File: src/rtl/seg7_bus_slave.sv
// Register-mapped dual-digit 7-segment driver: bus slave plus 595-style serial scan FSM.
// Optional build macro SEG7_HEX_DECODE_EN adds CTRL.HEX nibble-to-segment decoding.
module seg7_bus_slave #(
  parameter int SCK_DIV = 4,
  parameter int DWELL   = 50000
) (
  input  logic       mclock,
  input  logic       mreset,
  input  logic       CS,
  input  logic       Write,
  input  logic       Read,
  input  logic [7:0] Address,
  input  logic [7:0] Data_i,
  input  logic [3:0] STRB,
  output logic [7:0] Data_o,
  output logic       ack,
  output logic       seg_si,
  output logic       seg_sck,
  output logic       seg_rck,
  output logic       seg_a_en,
  output logic       seg_b_en
);

  localparam int CMAX = (DWELL > 2*SCK_DIV) ? DWELL : 2*SCK_DIV;
  localparam int CW   = $clog2(CMAX + 1);

  typedef enum logic [2:0] {IDLE, LOAD, SHIFT, LATCH, SHOW} state_t;

  state_t          state, state_nxt;
  logic [7:0]      diga, digb, shreg, rdata, cur_dig, load_pat;
  logic            ctrl_en, ctrl_hex, cur;
  logic [CW-1:0]   cnt;
  logic [2:0]      bitn;
  logic            req, wr, bit_end, lat_end, show_end;
  logic            unused_strb;

  assign req         = CS & (Write | Read);
  assign wr          = CS & Write;
  assign unused_strb = ^STRB[3:1];

  always_comb begin
    rdata = 8'h00;
    case (Address)
      8'h00:   rdata = diga;
      8'h01:   rdata = digb;
      8'h02:   rdata = {6'b0, ctrl_hex, ctrl_en};
      8'h03:   rdata = {6'b0, cur, state != IDLE};
      default: rdata = 8'h00;
    endcase
  end

  // Write wins over read when both are asserted; read data is zero in that case.
  always_ff @(posedge mclock or negedge mreset) begin
    if (!mreset) begin
      ack     <= 1'b0;
      Data_o  <= 8'h00;
      diga    <= 8'h00;
      digb    <= 8'h00;
      ctrl_en <= 1'b0;
`ifdef SEG7_HEX_DECODE_EN
      ctrl_hex <= 1'b0;
`endif
    end else begin
      ack    <= req;
      Data_o <= (req && !Write) ? rdata : 8'h00;
      if (wr && STRB[0]) begin
        case (Address)
          8'h00: diga <= Data_i;
          8'h01: digb <= Data_i;
          8'h02: begin
            ctrl_en <= Data_i[0];
`ifdef SEG7_HEX_DECODE_EN
            ctrl_hex <= Data_i[1];
`endif
          end
          default: ;
        endcase
      end
    end
  end

  assign cur_dig = cur ? digb : diga;

`ifdef SEG7_HEX_DECODE_EN
  function automatic logic [6:0] hex7(input logic [3:0] n);
    case (n)
      4'h0: hex7 = 7'h3F;  4'h1: hex7 = 7'h06;  4'h2: hex7 = 7'h5B;  4'h3: hex7 = 7'h4F;
      4'h4: hex7 = 7'h66;  4'h5: hex7 = 7'h6D;  4'h6: hex7 = 7'h7D;  4'h7: hex7 = 7'h07;
      4'h8: hex7 = 7'h7F;  4'h9: hex7 = 7'h6F;  4'hA: hex7 = 7'h77;  4'hB: hex7 = 7'h7C;
      4'hC: hex7 = 7'h39;  4'hD: hex7 = 7'h5E;  4'hE: hex7 = 7'h79;  default: hex7 = 7'h71;
    endcase
  endfunction

  assign load_pat = ctrl_hex ? {cur_dig[7], hex7(cur_dig[3:0])} : cur_dig;
`else
  assign ctrl_hex = 1'b0;
  assign load_pat = cur_dig;
`endif

  assign bit_end  = (cnt == CW'(2*SCK_DIV - 1));
  assign lat_end  = (cnt == CW'(SCK_DIV - 1));
  assign show_end = (cnt == CW'(DWELL - 1));

  always_comb begin
    state_nxt = state;
    seg_si    = 1'b0;
    seg_sck   = 1'b0;
    seg_rck   = 1'b0;
    seg_a_en  = 1'b0;
    seg_b_en  = 1'b0;
    case (state)
      IDLE:  if (ctrl_en) state_nxt = LOAD;
      LOAD:  state_nxt = SHIFT;
      SHIFT: begin
        seg_si  = shreg[7];
        seg_sck = (cnt >= CW'(SCK_DIV));
        if (bit_end && bitn == 3'd7) state_nxt = LATCH;
      end
      LATCH: begin
        seg_rck = 1'b1;
        if (lat_end) state_nxt = SHOW;
      end
      SHOW: begin
        seg_a_en = ~cur;
        seg_b_en = cur;
        if (show_end) state_nxt = LOAD;
      end
      default: state_nxt = IDLE;
    endcase
    if (!ctrl_en) state_nxt = IDLE;
  end

  // Any exit to IDLE clears the digit select so a re-enable always starts on A.
  always_ff @(posedge mclock or negedge mreset) begin
    if (!mreset) begin
      state <= IDLE;
      shreg <= 8'h00;
      cnt   <= '0;
      bitn  <= 3'd0;
      cur   <= 1'b0;
    end else begin
      state <= state_nxt;
      if (state_nxt == IDLE) begin
        cnt  <= '0;
        bitn <= 3'd0;
        cur  <= 1'b0;
      end else begin
        case (state)
          LOAD: begin
            shreg <= load_pat;
            cnt   <= '0;
            bitn  <= 3'd0;
          end
          SHIFT: begin
            if (bit_end) begin
              cnt   <= '0;
              shreg <= {shreg[6:0], 1'b0};
              if (bitn != 3'd7) bitn <= bitn + 3'd1;
            end else begin
              cnt <= cnt + 1'b1;
            end
          end
          LATCH: cnt <= lat_end ? '0 : cnt + 1'b1;
          SHOW: begin
            if (show_end) begin
              cnt <= '0;
              cur <= ~cur;
            end else begin
              cnt <= cnt + 1'b1;
            end
          end
          default: cnt <= '0;
        endcase
      end
    end
  end

endmodule

File: config.mk
export PLATFORM = sky130hd
export DESIGN_NAME = seg7_bus_slave
export DESIGN_NICKNAME = d
export VERILOG_FILES = /design/src/rtl/seg7_bus_slave.sv
export SDC_FILE = /design/constraint.sdc
export NUM_CORES = 1
export LEC_CHECK = 0
export ABC_AREA = 0
export CAP_MARGIN = 5
export CORE_MARGIN = 2
export CORE_UTILIZATION = 55
export DETAILED_ROUTE_END_ITERATION = 10
export PLACE_DENSITY_LB_ADDON = 0.08
export SLEW_MARGIN = 20
export SYNTH_ARGS = -nofsm -noshare
export SYNTH_HDL_FRONTEND = slang
export SYNTH_SLANG_ARGS = --single-unit
File: constraint.sdc
create_clock -name mclock -period 2.1 [get_ports mclock]
set_input_delay 0.21 -clock mclock [delete_from_list [all_inputs] [get_ports mclock]]
set_output_delay 0.21 -clock mclock [all_outputs]
set_load 0.01 [all_outputs]
==> metrics.md, run 1 <==
| Metric | Value |
|---|---|
| Die H | around 76 um |
| Die ar. | 5830 sq um |
| Clock Path Buffers | 2 |
| Sequential-to-total area share from yosys stat | 49.6% |
| Final hold viol count | 0 |
| Number of setup violations in the final report | 0 |
| Antenna violations before repair | 0 |
| Number of H-tree levels | 3 |
| Final global-route overflow total | 0 |
| DR WL/cell | around 15 um |
| Fmax | roughly 0.49 GHz |
| Psw | slightly above 0.5 mW |
| Initial DRC count | between 100 and 150 |
| RePlAce Congestion | 0.796 |
| Clock power share | 48.0% |
| Die Wd | ~76 um |
| CTS tree | done |
| Cell Pwr Density | approximately 640 nW/um^2 |
| Post-Syn Instances | 272 |
| Final Cell Area | ~3700 sq um |
| Final wirelength | 6.09 mm |
| Comb power frac | about 4.7% |
| DRC viols | 0 |
| Largest net degree at the start of global routing | 34 |
| Clk sinks | 57 |
| Hold crit path type | in2async |
| CP Max Fanout | 8 |
| Min Clock Period, post-route | a little over 2 ns |
| Synth warn | 0 |
| Status | finished clean |
| Period utilization | a little over nine tenths |
| Tot GR Track Use | a little under a quarter |
| Count of different cell masters after synthesis | 45 |
| Vias per cell | about 5.6 |
| Syn nets | around 300 |
| Critical Path AT | 1.83 ns |
| Fillers | between 300 and 400 |
| # rows | 26 |
| Fin. max-slew vios | 0 |
| IO buf count | 35 |
| CP endpoint kind | primary output |
| Vias in the first global route | between 2000 and 2500 |
| Synth Register Bits | 57 |
| I/O Pins | 39 |
| Detailed Place HPWL | ~4.3 mm |
| Worst Skew | about 0.011 ns |
| Max-slew headroom | between 60% and 70% |
| GR Layer Usage met1 | between 30% and 40% |
| Sw Share | between 20% and 30% |
| CTS clk-pin slew, worst paths | about 0.070 ns |
| Pre-CTS setup slack | around 0.059 ns |
| Yosys top cell by area | dfrtp_1 |
| Top post-synthesis cells by area | dfrtp_1 (50%), mux2_2 (7.0%), mux2i_1 (5.2%) |
| Area Overhead vs Synth | 27.9% |
| P_int | about 1.8 mW |
| Max cap viols | 0 |
| Leakage | 1.60 nW |
| RSZ-0062 raised after global routing | yes |
| Mapped cell area | ~2900 sq um |
| TritonCTS buffer count | 9 |
| Via Count | around 2300 |
| Final nets | approximately 360 |
| GRT Max-Usage Layer | met2 |
| Root Buffer | clkbuf_8 |
| Final worst slack | 0.0620 ns |
| First-pass GRT wire length | about 10 mm |
| Synth top area share | between 40% and 50% |
| Post-Syn Area per Cell | around 11 sq um |
| Core Region | around 5000 sq um |
| M2 GR Usage | 34.5% |
| M3 GR Usage | 4.98% |
| Layout cells sized above 1 | between 20% and 30% |
| First-pass DRT Iterations | 4 |
| CP Class | reg2out |
| Startpoint types | flip-flop |
| VDD IR max | roughly 450 uV |
| Worst Path Required | 1.89 ns |
| Clock Latency Late Sink | between 0.3 and 0.4 ns |
| Ant. Diodes | 0 |
| Post-synth ARST share | 100% |
| Antenna-violating nets left | 0 |
| Flop pwr share | 47.3% |
| Worst Max-Slew Pin Slew | slightly below 0.6 ns |
| Placed cell area | approximately 3400 sq um |
| Predominant post-synthesis flop cell | dfrtp_1 |
| Number of synthesized flops with an enable pin | 0 |
| Initial Utilization | between 50% and 60% |
-- flip-flops by register name, indices dropped and copies added (netlist names) --
signal and cells:
cur 1, diga 8, bitn 3, shreg 8, Data_o 8, digb 8
cnt 16, ack 1, ctrl_en 1, state 3
-- per-stage QoR --
stage | std cells | power (mW) | setup TNS (ns) | utilization [%] | hold slack, ns
CTS | 404 | 2.37 | 0 | 71.9 | 0.403
finish | 405 | 2.34 | 0 | 72.5 | 0.400
global placement | 383 | 1.24 | 0 | 66.8 | 0.239
global route | 405 | 2.43 | -0.0270 | 72.5 | 0.453
detailed placement | 383 | 1.24 | 0 | 66.8 | 0.241
floorplan | 272 | 1.16 | 0 | - | -0.0856
-- cell usage in the layout (no fill, tap or decap), drive strengths merged, types with 11 or more instances in the layout --
master,n
a21oi,12
buf,21
clkdlybuf4s50,33
dfrtp,57
mux2,18
mux2i,15
nand2,14
nand3,14
nor2,35
o21ai,20
xor2,11
-- power by group through the flow --
stage / sequential, mW / clock [mW] / combinational, mW
2_1_floorplan: 1.13 / 0 / 0.0303
3_3_place_gp: 1.13 / 0 / 0.109
3_5_place_dp: 1.13 / 0 / 0.110
4_1_cts: 1.11 / 1.15 / 0.112
5_1_grt: 1.11 / 1.20 / 0.121
6_report: 1.11 / 1.13 / 0.110
-- logic make-up (layout without fill, tap and decap cells) --
| logic type | Yosys count | count (layout) | synth area share, % |
|---|---|---|---|
| compound gates | 45 | 45 | 9.22 |
| xor+xnor | 13 | 13 | 3.96 |
| fa+ha+maj | 4 | 4 | 1.74 |
| mux | 33 | 33 | 12.3 |
| flops | 57 | 57 | 49.6 |
| buf+inv | 14 | 77 | 2.22 |
| simple gates | 106 | 106 | 21.0 |
-- final timing paths --
kind | end | startpoint | cells past startpoint | slack (ns)
worst max-delay path | seg_a_en | state[2]$_DFF_PN0_ | 4 | 0.06
worst min-delay path | cnt[7]$_DFF_PN0_ | mreset | 2 | 0.40
worst max register to register | cnt[3]$_DFF_PN0_ | cnt[11]$_DFF_PN0_ | 7 | 0.16
worst min register to register | bitn[0]$_DFFE_PN0P_ | bitn[0]$_DFFE_PN0P_ | 1 | 0.50
max in group asynchronous | Data_o[7]$_DFF_PN0_ | mreset | 3 | 1.13
min in group mclock | ack$_DFF_PN0_ | CS | 2 | 0.47
-- cell type report --
type                       count  area, sq um  share of cell area, %
sequential                    57         1430                   38.8
clock inverter                 7         95.1                   2.58
clock buffer                   9          124                   3.37
inverter                       5         18.8                  0.510
tap                           70         87.6                   2.38
multi-input combinational    201         1400                   37.9
timing repair buffer          56          529                   14.4
-- synth_stat cells (all sizes together) (4+ instances only) --
cell,n
xor2,11
nand2,14
o21ai,20
nand3,14
mux2,18
a21oi,12
buf,5
nor2,35
nor2b,5
dfrtp,57
inv,5
clkbuf,4
nand2b,5
mux2i,15
nand4,5
nor3,5
ha,4
nor4,7
and3,5
-- routing by layer --
layer | wire (um) | vias up
met4 | 114 | 0
met1 | 2750 | 1105
met2 | 2990 | 52
met5 | 0 | -
met3 | 244 | 12
li1 | - | 1099
-- what timing repair did --
| action | CTS | global route |
|---|---|---|
| pin swaps | 2 | 1 |
| endpoints found under the setup margin | 2 | 16 |
| endpoints found under the hold margin | 24 | 0 |
| hold buffers | 1 | 0 |
| gates resized for setup | 3 | 2 |
| setup buffers | 4 | 1 |
| gates cloned | 0 | 0 |
-- critical path, stage by stage (launching register included) --
cell	delay, ns
dfrtp_2	0.43
inv_1	0.15
nor4_2	0.23
buf_4	0.15
clkdlybuf4s50_1	0.53
(Power assumes the default switching activity.)
==> run 2, diff against run 1 <==
--- a/config.mk
+++ b/config.mk
@@ -11,6 +11,7 @@
 export CORE_UTILIZATION = 55
 export DETAILED_ROUTE_END_ITERATION = 10
 export PLACE_DENSITY_LB_ADDON = 0.08
+export RECOVER_POWER = 50
 export SLEW_MARGIN = 20
 export SYNTH_ARGS = -nofsm -noshare
 export SYNTH_HDL_FRONTEND = slang
==> metrics.md, run 2 (synthesized netlist as in run 1, its figures left out) <==
| Metric | Value |
|---|---|
| Clock Path Buffers | 2 |
| Hold Path End | ack$_DFF_PN0_ |
| # rows | 26 |
| Die Wd | 76.3 um |
| Fillers | around 390 |
| Multi-input logic area | around 1400 sq um |
| Initial DRC count | between 100 and 150 |
| Final TNS setup | 0 ns |
| Psw | 0.515 mW |
| Min Clock Period, post-route | between 2 and 2.5 ns |
| Final hold viol count | 0 |
| Die H | roughly 76 um |
| Reg2reg start | cnt[11]$_DFF_PN0_ |
| Worst Path Required | about 1.9 ns |
| DR WL/cell | 15.0 um |
| Root Buffer | clkbuf_8 |
| Cell Pwr Density | 637 nW/um^2 |
| RePlAce Congestion | 0.796 |
| Commonest non-fill, non-tap cell in the layout | dfrtp_1 |
| I/O Pins | 39 |
| Reg2Reg Setup Slack | 0.16 ns |
| Die ar. | about 5800 sq um |
| Detailed Place HPWL | about 4.3 mm |
| Comb power frac | 4.6% |
| Max reg flops | 16 |
| Max-slew headroom | between 7 and 8% |
| Hold crit path type | in2reg |
| CP endpoint kind | primary output |
| RSZ-0062 raised after global routing | yes |
| CTS tree | done |
| Top reg by flops | cnt |
| Final global-route overflow total | 0 |
| Max cap viols | 0 |
| Worst Reg-to-Reg Cells | 7 |
| Initial Utilization | a little under three fifths |
| Layout cells sized above 1 | between 20% and 30% |
| P_int | 1.83 mW |
| Fmax | roughly 0.5 GHz |
| Antenna-violating nets left | 0 |
| Number of setup violations in the final report | 0 |
| Vias in the first global route | around 2200 |
| Critical Path AT | about 1.8 ns |
| Via Count | about 2300 |
| Fin. max-slew vios | 0 |
| Fin util | 72.5% |
| Commonest cells after routing, fill and taps aside | dfrtp_1 (55), nor2_1 (35), clkdlybuf4s50_1 (27), o21ai_0 (19) |
| Cells on Worst Hold Path | 2 |
| Final worst slack | about 0.063 ns |
| VDD IR max | between 400 and 500 uV |
| First-pass GRT wire length | 10.3 mm |
| CP Max Fanout | 8 |
| Core Region | between 5000 and 6000 sq um |
| DRC viols | 0 |
| IO buf count | 35 |
| Leakage | between 1.5 and 2 nW |
| Tot Pwr | around 2.3 mW |
| Ant. Diodes | 0 |
| CTS clk-pin slew, worst paths | approximately 0.070 ns |
| Clk sinks | 57 |
| Area Overhead vs Synth | 27.8% |
| Worst Max-Slew Pin Slew | 1.39 ns |
| Hold Startpoint | CS |
| Tot GR Track Use | between 20% and 30% |
| Worst R2R End | cnt[3]$_DFF_PN0_ |
| Clock power share | a little under half |
| Pre-CTS setup slack | between 0.05 and 0.06 ns |
| Clock Latency Late Sink | roughly 0.34 ns |
| Final wirelength | between 6 and 7 mm |
| Period utilization | roughly 97% |
| Sw Share | a little over a fifth |
| Number of H-tree levels | 3 |
| CP Class | reg2out |
| Reg area | between 1000 and 1500 sq um |
| Final nets | roughly 360 |
| Flop pwr share | between 40% and 50% |
| Status | finished clean |
| TritonCTS buffer count | 9 |
| Antenna violations before repair | 0 |
| Worst Skew | 0.0114 ns |
| Largest net degree at the start of global routing | 34 |
| Min Hold Slack | approximately 0.47 ns |
| First-pass DRT Iterations | 4 |
| Startpoint types | flip-flop |
| Vias per cell | approximately 5.6 |
==> run 2: changes by cell type in the layout (fill, tap and decap cells not counted), sizes merged <==
| cell | delta |
|---|---|
| buf | -1 |
| clkbuf | +1 |
| clkdlybuf4s50 | -6 |
| dlygate4sd3 | +6 |
==> run 2: metal layers <==
layer  vias up  wire length [um]  track usage [%]  part of all wire [%]
li1       1097                 -                -                     -
met1      1098              2730             30.1                    45
met2        49              2990             34.5                    49
met3        13               227             4.98                   3.7
met4         0               121             12.2                   2.0
met5         -                 0                0                     0
==> run 2: area by class of cell <==
cell class | count | area share [%]
sequential | 57 | 38.8
multi-input combinational | 201 | 38.0
timing repair buffer | 56 | 14.4
clock buffer | 9 | 3.37
clock inverter | 7 | 2.59
tap | 70 | 2.38
inverter | 5 | 0.510
==> run 2: how the worst max path moves through the flow <==
stage                             startpoint                  end  slack (ns)  cells after the start
after floorplan             cnt[0]$_DFF_PN0_    cnt[10]$_DFF_PN0_        0.28                      7
after global placement            Address[5]  digb[5]$_DFFE_PN0P_        0.07                      6
after detailed placement          Address[5]  digb[1]$_DFFE_PN0P_        0.06                      6
after CTS                 state[2]$_DFF_PN0_             seg_a_en        0.03                      4
after global routing      state[2]$_DFF_PN0_             seg_a_en       -0.03                      4
final                     state[2]$_DFF_PN0_             seg_a_en        0.06                      4
==> run 2: repair_timing <==
item	in CTS	in global routing
hold buffers	1	0
hold endpoints to repair	24	0
pin swaps	2	1
endpoints found under the setup margin	2	16
setup buffers	4	1
gates resized for setup	3	2
==> run 2: metrics by stage <==
step           std cells  instance area (sq um)
6_report             405                   3680
4_1_cts              404                   3650
2_1_floorplan        272                   2880
3_3_place_gp         383                   3390
3_5_place_dp         383                   3390
5_1_grt              405                   3680
==> run 2: power by group through the flow <==
stage               logic, mW  registers [mW]  clock network, mW
floorplan              0.0303            1.13                  0
global placement        0.109            1.13                  0
detailed placement      0.110            1.13                  0
CTS                     0.112            1.11               1.15
global route            0.120            1.11               1.20
finish                  0.108            1.11               1.12
==> run 2: critical path, cell delays in order (launching register included) <==
cell	delay, ns
dfrtp_2	0.43
inv_1	0.15
nor4_2	0.23
buf_4	0.15
clkdlybuf4s50_1	0.53
==> run 3, diff against run 2 <==
--- a/config.mk
+++ b/config.mk
@@ -12,6 +12,8 @@
 export DETAILED_ROUTE_END_ITERATION = 10
 export PLACE_DENSITY_LB_ADDON = 0.08
 export RECOVER_POWER = 50
+export SETUP_SLACK_MARGIN = 0.2
+export SKIP_CTS_REPAIR_TIMING = 1
 export SLEW_MARGIN = 20
 export SYNTH_ARGS = -nofsm -noshare
 export SYNTH_HDL_FRONTEND = slang
==> metrics.md, run 3 (synthesized netlist as in run 1, its figures left out) <==
| Metric | Value |
|---|---|
| Status | finished clean |
| Vias in the first global route | around 2200 |
| Reg2reg start | cnt[11]$_DFF_PN0_ |
| Ant. Diodes | 0 |
| Via Count | around 2300 |
| Cell Pwr Density | 620 nW/um^2 |
| Startpoint types | flip-flop |
| Die H | 76.3 um |
| Psw | 0.519 mW |
| Min Clock Period, post-route | 1.93 ns |
| First-pass DRT Iterations | 4 |
| M2 GR Usage | roughly 34% |
| Antenna violations before repair | 0 |
| First-pass GRT wire length | roughly 10 mm |
| Detailed Place HPWL | between 4 and 5 mm |
| Final wirelength | between 6 and 7 mm |
| CP endpoint kind | flip-flop |
| Final hold viol count | 0 |
| Root Buffer | clkbuf_8 |
| Number of setup violations in the final report | 0 |
| Initial Utilization | 56.7% |
| Clock Path Buffers | 2 |
| Die Wd | ~76 um |
| Fin. max-slew vios | 0 |
| Tot GR Track Use | between 20 and 25% |
| GR Layer Usage met1 | between 20% and 30% |
| P_int | 1.83 mW |
| Area Overhead vs Synth | 31.5% |
| Max cap viols | 0 |
| I/O Pins | 39 |
| Comb power frac | ~4.7% |
| Clock power share | between 40% and 50% |
| Flop pwr share | a little under half |
| CP Max Fanout | 4 |
| Leakage | ~1.7 nW |
| DR WL/cell | between 15 and 20 um |
| Final Cell Area | between 3000 and 4000 sq um |
| Commonest cells after routing, fill and taps aside | dfrtp_1 (52), nor2_1 (35), clkdlybuf4s50_1 (22), buf_4 (21), o21ai_0 (19) |
| RePlAce Congestion | approximately 0.80 |
| Initial DRC count | ~220 |
| Die ar. | around 6000 sq um |
| Hold Path End | ack$_DFF_PN0_ |
| Worst Max-Slew Pin Slew | about 1.4 ns |
| CTS clk-pin slew, worst paths | 0.07 ns |
| CTS tree | done |
| CP Launch Point | cnt[11]$_DFF_PN0_ |
| Clock Latency Late Sink | 0.34 ns |
| Worst Path Required | approximately 2.3 ns |
| TritonCTS buffer count | 9 |
| Placed cell area | roughly 3400 sq um |
| Final global-route overflow total | 0 |
| Max reg flops | 16 |
| Clk sinks | 57 |
| Cells on Worst Hold Path | 2 |
| M3 GR Usage | ~5% |
| Reg2Reg Setup Slack | ~0.17 ns |
| Top reg by flops | cnt |
| Core Region | between 5000 and 6000 sq um |
| Max-slew headroom | under 10% |
| Hold Startpoint | CS |
| DRC viols | 0 |
| GRT Max-Usage Layer | met2 |
| Final nets | around 360 |
| Critical Path AT | roughly 2.2 ns |
| Period utilization | roughly nine tenths |
| Number of H-tree levels | 3 |
| CP Class | reg2reg |
| Vias per cell | roughly 5.6 |
| Worst R2R End | cur$_DFFE_PN0P_ |
| # rows | 26 |
| VDD IR max | between 400 and 500 uV |
| Commonest non-fill, non-tap cell in the layout | dfrtp_1 |
| Worst Reg-to-Reg Cells | 6 |
| Worst Skew | 0.0105 ns |
| Tot Pwr | between 2 and 2.5 mW |
| Largest net degree at the start of global routing | 34 |
| Antenna-violating nets left | 0 |
| Layout cells sized above 1 | 24.3% |
| RSZ-0062 raised after global routing | yes |
| Hold crit path type | in2reg |
| IO buf count | 35 |
| Fmax | 0.519 GHz |
| Sw Share | roughly 22% |
## run 3: metal layers
layer,vias to the layer above,share of wire (%)
li1,1105,-
met1,1127,46
met2,48,49
met3,11,3.9
met4,0,1.6
met5,-,0
## run 3: layout make-up
| cell class | instances | area, sq um |
|---|---|---|
| clock buffer | 9 | 124 |
| clock inverter | 7 | 95.1 |
| fill | 368 | 1290 |
| inverter | 5 | 22.5 |
| multi-input combinational | 202 | 1480 |
| sequential | 57 | 1430 |
| tap | 70 | 87.6 |
| timing repair buffer | 58 | 544 |
## run 3: stage by stage
step / setup TNS [ns] / utilization (%) / cells / hold WS (ns) / setup slack, ns
CTS: -0.169 / 71.1 / 399 / -0.129 / -0.131
global route: 0 / 74.6 / 408 / 0.467 / 0.108
detailed placement: 0 / 66.8 / 383 / 0.241 / 0.0587
finish: 0 / 74.6 / 408 / 0.468 / 0.173
floorplan: 0 / - / 272 / -0.0856 / 0.279
global placement: 0 / 66.8 / 383 / 0.239 / 0.0663
## run 3: power groups by stage
stage	logic, mW	clock network [mW]	registers [mW]
2_1_floorplan	0.0303	0	1.13
3_3_place_gp	0.109	0	1.13
3_5_place_dp	0.110	0	1.13
4_1_cts	0.110	1.15	1.11
5_1_grt	0.122	1.20	1.11
6_report	0.111	1.13	1.11
## run 3: worst max path at each step
stage                                endpoint  slack (ns)  cells after the start
after floorplan             cnt[10]$_DFF_PN0_        0.28                      7
after global routing          cur$_DFFE_PN0P_        0.11                      6
after global placement    digb[5]$_DFFE_PN0P_        0.07                      6
after CTS                             seg_sck       -0.13                      4
final                         cur$_DFFE_PN0P_        0.17                      6
after detailed placement  digb[1]$_DFFE_PN0P_        0.06                      6
## run 3: worst max-delay path, cell delays in order, from the launching register on
cell and delay [ns]:
dfrtp_2 0.45, nor4_4 0.30, buf_4 0.16, nand2_1 0.09, or4_4 0.57, mux2i_1 0.16
a21boi_0 0.10
